`config.mk`:
```
export PLATFORM = sky130hd
export DESIGN_NAME = fifo_write_arbiter
export DESIGN_NICKNAME = d
export VERILOG_FILES = /design/src/rtl/fifo_write_arbiter.sv
export SDC_FILE = /design/constraint.sdc
export NUM_CORES = 1
export LEC_CHECK = 0
export CAP_MARGIN = 20
export CORE_ASPECT_RATIO = 1.75
export CORE_MARGIN = 10
export CORE_UTILIZATION = 33
export DETAILED_ROUTE_END_ITERATION = 12
export PLACE_DENSITY = 0.74
export SLEW_MARGIN = 10
export SYNTH_ARGS = -nofsm -noshare
export SYNTH_HDL_FRONTEND = slang
export SYNTH_SLANG_ARGS = --single-unit
```
`constraint.sdc`:
```
create_clock -name write_clk -period 2.2 [get_ports write_clk]
set_input_delay 0.44 -clock write_clk [delete_from_list [all_inputs] [get_ports write_clk]]
set_output_delay 0.44 -clock write_clk [all_outputs]
set_load 0.01 [all_outputs]
```
`src/rtl/fifo_write_arbiter.sv`:
```
// Write side of an async FIFO with two requesters sharing the single write port.
// Round-robin arbitration, Gray write pointer, and pessimistic full/almost-full/fill tracking.
module fifo_write_arbiter #(
   parameter int ADDRESS_SIZE      = 3,
   parameter int ALMOST_FULL_LEVEL = 6
) (
   input  logic                    write_clk,
   input  logic                    write_reset_n,
   input  logic                    req0,
   input  logic                    req1,
   input  logic [7:0]              data0,
   input  logic [7:0]              data1,
   input  logic [ADDRESS_SIZE:0]   sync_read_pointer,
   input  logic                    clear_error,
   output logic                    grant0,
   output logic                    grant1,
   output logic                    write_enable,
   output logic [ADDRESS_SIZE-1:0] write_address,
   output logic [7:0]              write_data,
   output logic [ADDRESS_SIZE:0]   write_pointer,
   output logic                    full,
   output logic                    almost_full,
   output logic [ADDRESS_SIZE:0]   fill_level,
   output logic                    overflow_error
);

   localparam int PW    = ADDRESS_SIZE + 1;
   localparam int DEPTH = 1 << ADDRESS_SIZE;

   logic [PW-1:0] wbin_q, wbin_d;
   logic [PW-1:0] wgray_q, wgray_d;
   logic [PW-1:0] fill_q, fill_d;
   logic          rr_q, rr_d;
   logic          full_q, full_d;
   logic          afull_q, afull_d;
   logic          ovf_q, ovf_d;
   logic [PW-1:0] rbin;
   logic [PW-1:0] occ;

   // Grants are gated by reset so nothing is accepted while the pointers are held.
   always_comb begin
      grant0 = 1'b0;
      grant1 = 1'b0;
      if (write_reset_n && !full_q) begin
         if (req0 && req1) begin
            grant0 = ~rr_q;
            grant1 = rr_q;
         end else begin
            grant0 = req0;
            grant1 = req1;
         end
      end
   end

   assign write_enable  = grant0 | grant1;
   assign write_address = wbin_q[ADDRESS_SIZE-1:0];
   assign write_data    = grant1 ? data1 : data0;

   always_comb begin
      rbin = '0;
      rbin[PW-1] = sync_read_pointer[PW-1];
      for (int i = PW - 2; i >= 0; i--)
         rbin[i] = rbin[i+1] ^ sync_read_pointer[i];
   end

   // Occupancy uses the stale synchronized read pointer, so flags can only err toward full.
   always_comb begin
      wbin_d  = wbin_q + {{(PW-1){1'b0}}, write_enable};
      wgray_d = (wbin_d >> 1) ^ wbin_d;
      occ     = wbin_d - rbin;
      fill_d  = occ;
      full_d  = (32'(occ) == 32'(DEPTH));
      afull_d = (32'(occ) >= 32'(ALMOST_FULL_LEVEL));
      rr_d    = rr_q;
      if (grant0)
         rr_d = 1'b1;
      else if (grant1)
         rr_d = 1'b0;
      ovf_d = (full_q & (req0 | req1)) | (ovf_q & ~clear_error);
   end

   always_ff @(posedge write_clk or negedge write_reset_n) begin
      if (!write_reset_n) begin
         wbin_q  <= '0;
         wgray_q <= '0;
         fill_q  <= '0;
         rr_q    <= 1'b0;
         full_q  <= 1'b0;
         afull_q <= 1'b0;
         ovf_q   <= 1'b0;
      end else begin
         wbin_q  <= wbin_d;
         wgray_q <= wgray_d;
         fill_q  <= fill_d;
         rr_q    <= rr_d;
         full_q  <= full_d;
         afull_q <= afull_d;
         ovf_q   <= ovf_d;
      end
   end

   assign write_pointer  = wgray_q;
   assign full           = full_q;
   assign almost_full    = afull_q;
   assign fill_level     = fill_q;
   assign overflow_error = ovf_q;

endmodule

```
Yosys cells after proc, flatten, opt, wreduce, memory -nomap -nowiden

Cells that the tools add are included.

Add/subtract/negate cells: 2
$lt $le $gt $ge: 1
Eq/ne operators: 1
Muxes and demuxes: 7
Bitwise gates (word level): 11
Reductions and logical operators: 4

Operator list:

| cell                                                                   | number |
|---|---|
| 8-bit two-way mux                                                      | 1 |
| 1-bit two-way mux                                                      | 6 |
| 4-bit by 1-bit adder with 4-bit output                                 | 1 |
| 4-bit equality test (second input constant)                            | 1 |
| 4-bit by 3-bit >= comparator with 1-bit output (second input constant) | 1 |
| 4-bit subtractor                                                       | 1 |
| 3-bit by 4-bit XOR with 4-bit output                                   | 1 |
| 1-bit bitwise OR                                                       | 3 |
| 1-bit XOR                                                              | 3 |
| 1-bit AND                                                              | 2 |
| 1-bit logical AND                                                      | 2 |
| 1-bit inverter                                                         | 2 |
| 2-bit nonzero test                                                     | 1 |
| 1-bit logical NOT                                                      | 1 |

Register bits: 16
Input bits: 25
Word-level logic and storage cells: 33

Depth between registers and ports, before layout

Word-level depth: 7
Gate-level depth with buffers: 9

Worst setup path before layout

OpenSTA, ideal clock, no wires.

Path type: in2reg
From: in write_reset_n
To: reg full_q, in the netlist full
Setup time: 82 ps
Arrival: 2495 ps
Required time: 2118 ps
Path slack: -377 ps
Stages: 9
Path buffers: 0
Path through: nor2b_1 > o21a_1 > ha_1 > ha_1 > inv_1 > fa_1 > nand2_1 > or4_1 > o22ai_1

Longest elaborated chain between the ends: 6
Elaborated cells on any way between the ends: 7
Classes of those cells: add/sub (2); eq/ne (1); mux (2); bitwise (1); reduce/logical (1)

RTL lines:

| element                                  | RTL line | text |
|---|---|---|
| start, declared                          | 8        | `input logic write_reset_n,` |
| 1-bit logical AND *                      | 44       | `if (write_reset_n && !full_q) begin` |
| 1-bit two-way mux                        | 44       |  |
| 1-bit bitwise OR *                       | 55       | `assign write_enable = grant0 \| grant1;` |
| named net write_enable                   | 17       | `output logic write_enable,` |
| 4-bit by 1-bit adder with 4-bit output * | 68       | `wbin_d = wbin_q + {{(PW-1){1'b0}}, write_enable};` |
| named net wbin_d[1]                      | 30       | `logic [PW-1:0] wbin_q, wbin_d;` |
| 4-bit subtractor *                       | 70       | `occ = wbin_d - rbin;` |
| 4-bit equality test *                    | 72       | `full_d = (32'(occ) == 32'(DEPTH));` |
| named net full_d                         | 34       | `logic full_q, full_d;` |
| end signal, assigned                     | 96       | `full_q <= full_d;` |
| end, declared                            | 34       |  |

Mark *: on every way through the listed nets, which the timed path passes. The rest lies on a longest branch.
A chain may end at the register's enable or synchronous reset.

Worst setup path in the final report

From: reg full_q, in the netlist full
To: reg full_q, in the netlist full

Longest elaborated chain between the ends: 7
Elaborated cells on any way between the ends: 8
Classes of those cells: add/sub (2); eq/ne (1); mux (2); bitwise (1); reduce/logical (2)

RTL lines:

| element                                  | RTL line |
|---|---|
| 1-bit logical NOT *                      | 44 |
| 1-bit logical AND *                      | 44 |
| 1-bit two-way mux                        | 44 |
| 1-bit bitwise OR *                       | 55 |
| 4-bit by 1-bit adder with 4-bit output * | 68 |
| named net wbin_d[1]                      | 30 |
| 4-bit subtractor *                       | 70 |
| 4-bit equality test *                    | 72 |
| named net full_d                         | 34 |

Marked as above.

==> flow_summary.yaml <==
logic_synthesis:
  synth_seq_area_share_pct: 43.60
  syn-instance-count: 73
  synth_cell_types: 27
  syn_nets: 103
  synth_warnings: 0
  synthesis.area_sq_um: 860.8
  avgSynthCellArea_sq_um: 11.79
  synth-seq-cells: 15
clock_tree:
  cts_buffer_depth: 2
  cts_hold_buf: 0
  numCtsBuffers: 3
  path_clk_slew_ps: 60
  insertion_delay_ps: 250
  htree_levels: 1
  cts_tree: "yes"
  clock-sinks: 15
  root_buffer: "clkbuf_8"
floorplanning:
  die_w_um: 58.61
  die_area_sq_um: 5132
  ios: 50
  rows: 24
  die_h_um: 87.57
  initial_core_util_pct: 34.54
  core_area_sq_um: 2492
final_layout:
  final_cell_count_no_fill: 176
  fin_area_sq_um: 1709
  layout.nets: 181
  antenna_cells: 0
  drive_gt1_share_pct: 46.67
  ff_latch_area_sq_um: 375.4
  nFillCells: 193
  final_core_util_pct: 68.57
  multiInputGateArea_sq_um: 580.6
  final_common_cell: "clkdlybuf4s50_1"
  layout_common_cells: "clkdlybuf4s50_1, buf_4, dfrtp_1"
  syn2layout_area_growth_pct: 98.55
setup_path:
  endpoint_kind: "flop"
  worstPathArrival_ps: 2480
  required_ps: 2370
  worst-path-max-fanout: 2
  worstSetupStartpointType: "flop"
  worstSetupPathType: "flop to flop"
sta:
  max_freq_mhz: 432.8
  hold_viol_final: 0
  fin_skew_ps: 1.918
  drv_slew: 0
  worstMarginPinSlew_ps: 313.4
  finalSetupViolations: 1
  rsz0062_at_grt: "true"
  timing.final.ws_setup_ps: -110.8
  slew_headroom_pct: 79.00
  post-route-period-util_pct: 105.0
  fin_tns_setup_ps: -110.8
  period_needed_ps: 2311
global_route:
  grt_overflow_total: 0
  grt_max_degree: 16
  grt_antenna_before_repair: 0
  grt.total_usage_pct: 12.04
  grt_pass1_vias: 959
  grt_first_pass_wirelength_um: 4705
flow_run:
  drv_cap: 0
placement:
  place_congestion: 0.7618
  hpwl_um: 2466
  placed_cell_area_sq_um: 1556
  port_buffers: 49
  dpl.cell_count: 166
pwr:
  pwr_density_cell_nw_per_um2: 1393
  leakagePower_nw: 0.7977
  finalPower_mw: 2.381
  vdd_ir_drop_max_mv: 0.9042
drt:
  drt-initial-drc-count: 15
  ant_nets: 0
  drt-total-wl_um: 3194
  vias: 854
  drcViolationCount: 0
  dr.pass1.iters: 4
  wire_per_inst_um: 18.15
  routed_via_density: 4.852
run_status:
  violations: "negative setup slack"
  outcome: "finished with violations"
hold_path:
  worstHoldPathType: "primary input to async pin"
-- metal layers --
| metal | track usage, % | part of all wire [%] | vias to the layer above |
|---|---|---|---|
| met2 | 23.96 | 58 | 41 |
| met5 | 0 | 0 | - |
| met3 | 3.623 | 7.1 | 7 |
| met4 | 5.660 | 2.4 | 0 |
| li1 | - | - | 400 |
| met1 | 10.11 | 33 | 406 |
-- cell usage after synthesis --
library cell	count	area [sq um]
dfrtp_1	15	375.4
or4_1	1	7.510
and2_4	1	8.760
a21oi_2	1	8.760
a21oi_1	1	5.000
o21bai_1	1	7.510
inv_1	7	26.28
ha_1	4	50.05
mux2i_1	1	10.01
xor2_1	3	26.28
fa_1	1	20.02
nand3_1	2	10.01
xnor2_2	3	48.80
a32oi_1	1	8.760
o21ai_1	1	5.000
mux2_2	8	90.09
o21ai_0	3	15.01
inv_2	1	3.750
o21a_1	1	7.510
o31ai_1	1	7.510
nor2_1	2	7.510
xnor3_1	1	22.52
nor2b_1	2	12.51
and2_1	1	6.260
xnor2_1	6	52.55
nand2_1	3	11.26
o22ai_1	1	6.260
-- sequential cells by signal, indices dropped and copies added (netlist names) --
signal and count:
fill_level 4, wbin_q 4, write_pointer 3, almost_full 1, full 1, overflow_error 1, rr_q 1
-- timing repair --
action / 4_1_cts / 5_1_grt
setup buffers: 1 / 5
cloned: 1 / 0
endpoints found under the setup margin: 16 / 12
resized for setup: 49 / 29
pin swaps: 10 / 9
-- cells by family (layout without fill, tap and decap cells) --
family	Yosys count	in the layout	synth area share, %
flip-flops	15	15	43.60
XOR/XNOR	13	13	17.44
AND/OR/NAND/NOR	12	12	7.414
AO/OA/AOI/OAI	11	11	8.285
multiplexers	9	9	11.63
buffers and inverters	8	85	3.489
adder cells (fa/ha/maj)	5	5	8.140
-- report_power, final --
group / leakage [nW] / switching [mW] / internal (mW)
sequential: 0.179 / 0.0760 / 0.415
clock: 0.0228 / 0.0960 / 0.128
combinational: 0.596 / 0.697 / 0.969
total: 0.798 / 0.869 / 1.51
-- through the flow --
stage	hold slack, ps	setup slack (ps)
detailed placement	544.2	-757.8
global placement	528.9	-692.7
global route	157.6	-180.4
floorplan	144.4	-214.0
CTS	158.5	-130.3
finish	141.5	-110.8
-- critical path: stages, from the launching register on --
cell     delay, ps
dfrtp_1        390
nor2b_4         60
o21a_4         130
ha_4           170
ha_4           270
inv_2           40
fa_2           540
nand2_1         60
or4_1          410
o22ai_1        160
-- cell type report --
| class | count | area share (%) |
|---|---|---|
| clock buffers | 4 | 2.635 |
| well taps | 26 | 1.903 |
| inverters | 8 | 1.757 |
| flip-flops and latches | 15 | 21.96 |
| multi-input cells | 50 | 33.97 |
| repair buffers | 73 | 37.77 |
-- final timing paths --
path / start / to / slack (ps) / cells past startpoint
worst max-delay path: full$_DFF_PN0_ / full$_DFF_PN0_ / -110 / 9
worst min-delay path: write_reset_n / write_pointer[2]$_DFF_PN0_ / 140 / 2
worst max register to register: full$_DFF_PN0_ / full$_DFF_PN0_ / -110 / 9
worst min register to register: overflow_error$_DFF_PN0_ / overflow_error$_DFF_PN0_ / 550 / 2
max in group asynchronous: write_reset_n / rr_q$_DFFE_PN0N_ / 1880 / 2
min in group write_clk: overflow_error$_DFF_PN0_ / overflow_error$_DFF_PN0_ / 550 / 2
(Power assumes the default switching activity.)
==> RTL edit (same flow settings) <==
Put one more register stage on the output `fill_level`, cleared by the reset. The value now appears one clock later. The other outputs are not delayed to match.
--- a/src/rtl/fifo_write_arbiter.sv
+++ b/src/rtl/fifo_write_arbiter.sv
@@ -103,5 +103,11 @@
    assign full           = full_q;
    assign almost_full    = afull_q;
-   assign fill_level     = fill_q;
+   always_ff @(posedge write_clk or negedge write_reset_n) begin
+      if (!write_reset_n) begin
+         fill_level <= '0;
+      end else begin
+         fill_level <= fill_q;
+      end
+   end
    assign overflow_error = ovf_q;
 
Behaviour: not the same (Yosys sat finds a counterexample within 4 cycles, from zero or initial values and one cycle with write_reset_n low).
==> RTL edit against the unedited design <==
Combinational power decreased by 5%. Area after synthesis up 12%. The run still ends with setup timing left. Worst setup slack better by 17 ps. Final area grew 5.0%. Maximum frequency up 0.72%. Global-route usage shrank 1.1 points. Utilization down 3.4 points. Routed wire length increased by 0.72%. Power grew 2.1%. Sequential cell count up 4.
==> RTL edit: results <==
[power]
clkPwrFrac_pct = 10.1
switching_power_uw = 844.3
ir_drop_v = 0.0008461
p_leak_nw = 0.8395
powerDensity_nw_per_um2 = 1355
seq-power_uw = 608

[route]
first_pass_iters = 4
vias_per_cell = 4.859
dr.first_iter.drc_count = 19
route.antenna.remaining_nets = 0
routed_wl_um = 3217

[synthesis]
synth-adder-area-share_pct = 7.292
ys_seq_area_share_pct = 49.48
synth-xor-area-share_pct = 15.63
syn_nets = 107
synth_compound_gate_area_share_pct = 7.422
synth_mux_area_share_pct = 10.42
postSynthAreaPerCell_um2 = 12.48
synthTopCellsByCount = dfrtp_1 (19), mux2_2 (8), inv_1 (7)
synth_area_leaders = dfrtp_1 (49%), mux2_2 (9.4%), xnor2_1 (5.5%)

[clock_tree]
clk_latency_ps = 260
cts_resized = 64
cts_setup_buffers = 4
h-tree-depth = 1

[timing]
fin_setup_tns_ps = -193.9
finalSetupViolations = 7
hold_ws_ps = 145.8
worst_slack_ps = -94.17
max_slew_margin_pct = 78.24
clock_skew_ps = 6.091

[placement]
place_ws_ps = -748.9
placed_cell_area_um2 = 1658
place.gp.congestion = 0.8832
hpwl_um = 2571
io_buffers = 49
placedCellCount = 171

[final_layout]
nFillCells = 226
instances_no_fill = 185
final_nets = 189
drive_above_1_share_pct = 45.57
regArea_um2 = 475.5

[global_routing]
grt_pass1_vias = 964
grt_max_degree = 20
grt_util_all_layers_pct = 10.97
grt_first_pass_wirelength_um = 4747

[run_status]
violations = setup timing
status = finished, violations left

[worst_setup_path]
r2r_start = full
## RTL edit: changes by cell type in the layout (fill, tap and decap cells not counted), sizes merged
cell,change
clkbuf,-6
buf,+10
dlymetal6s2s,-1
clkinvlp,+1
dfrtp,+4
## RTL edit: area by class of cell
type,instances,share of cell area (%)
timing repair buffer,77,36.61
multi-input combinational,50,30.61
sequential,19,26.50
clock buffer,3,2.301
tap,27,1.883
inverter,8,1.674
clock inverter,1,0.4184
## RTL edit: critical path, cell delays in order (launching register included)
cell and delay (ps):
dfrtp_1 390, nor2b_4 60, o21a_4 130, ha_4 260, inv_2 40, ha_4 160
fa_1 560, nand2_1 50, or4_1 410, o22ai_1 160
## RTL edit: routing by layer
layer	routed length, um	GRT usage (%)	up-vias
li1	-	-	419
met2	1783	19.97	54
met1	1008	9.469	420
met5	0	0	-
met4	63	5.515	0
met3	363	4.463	6
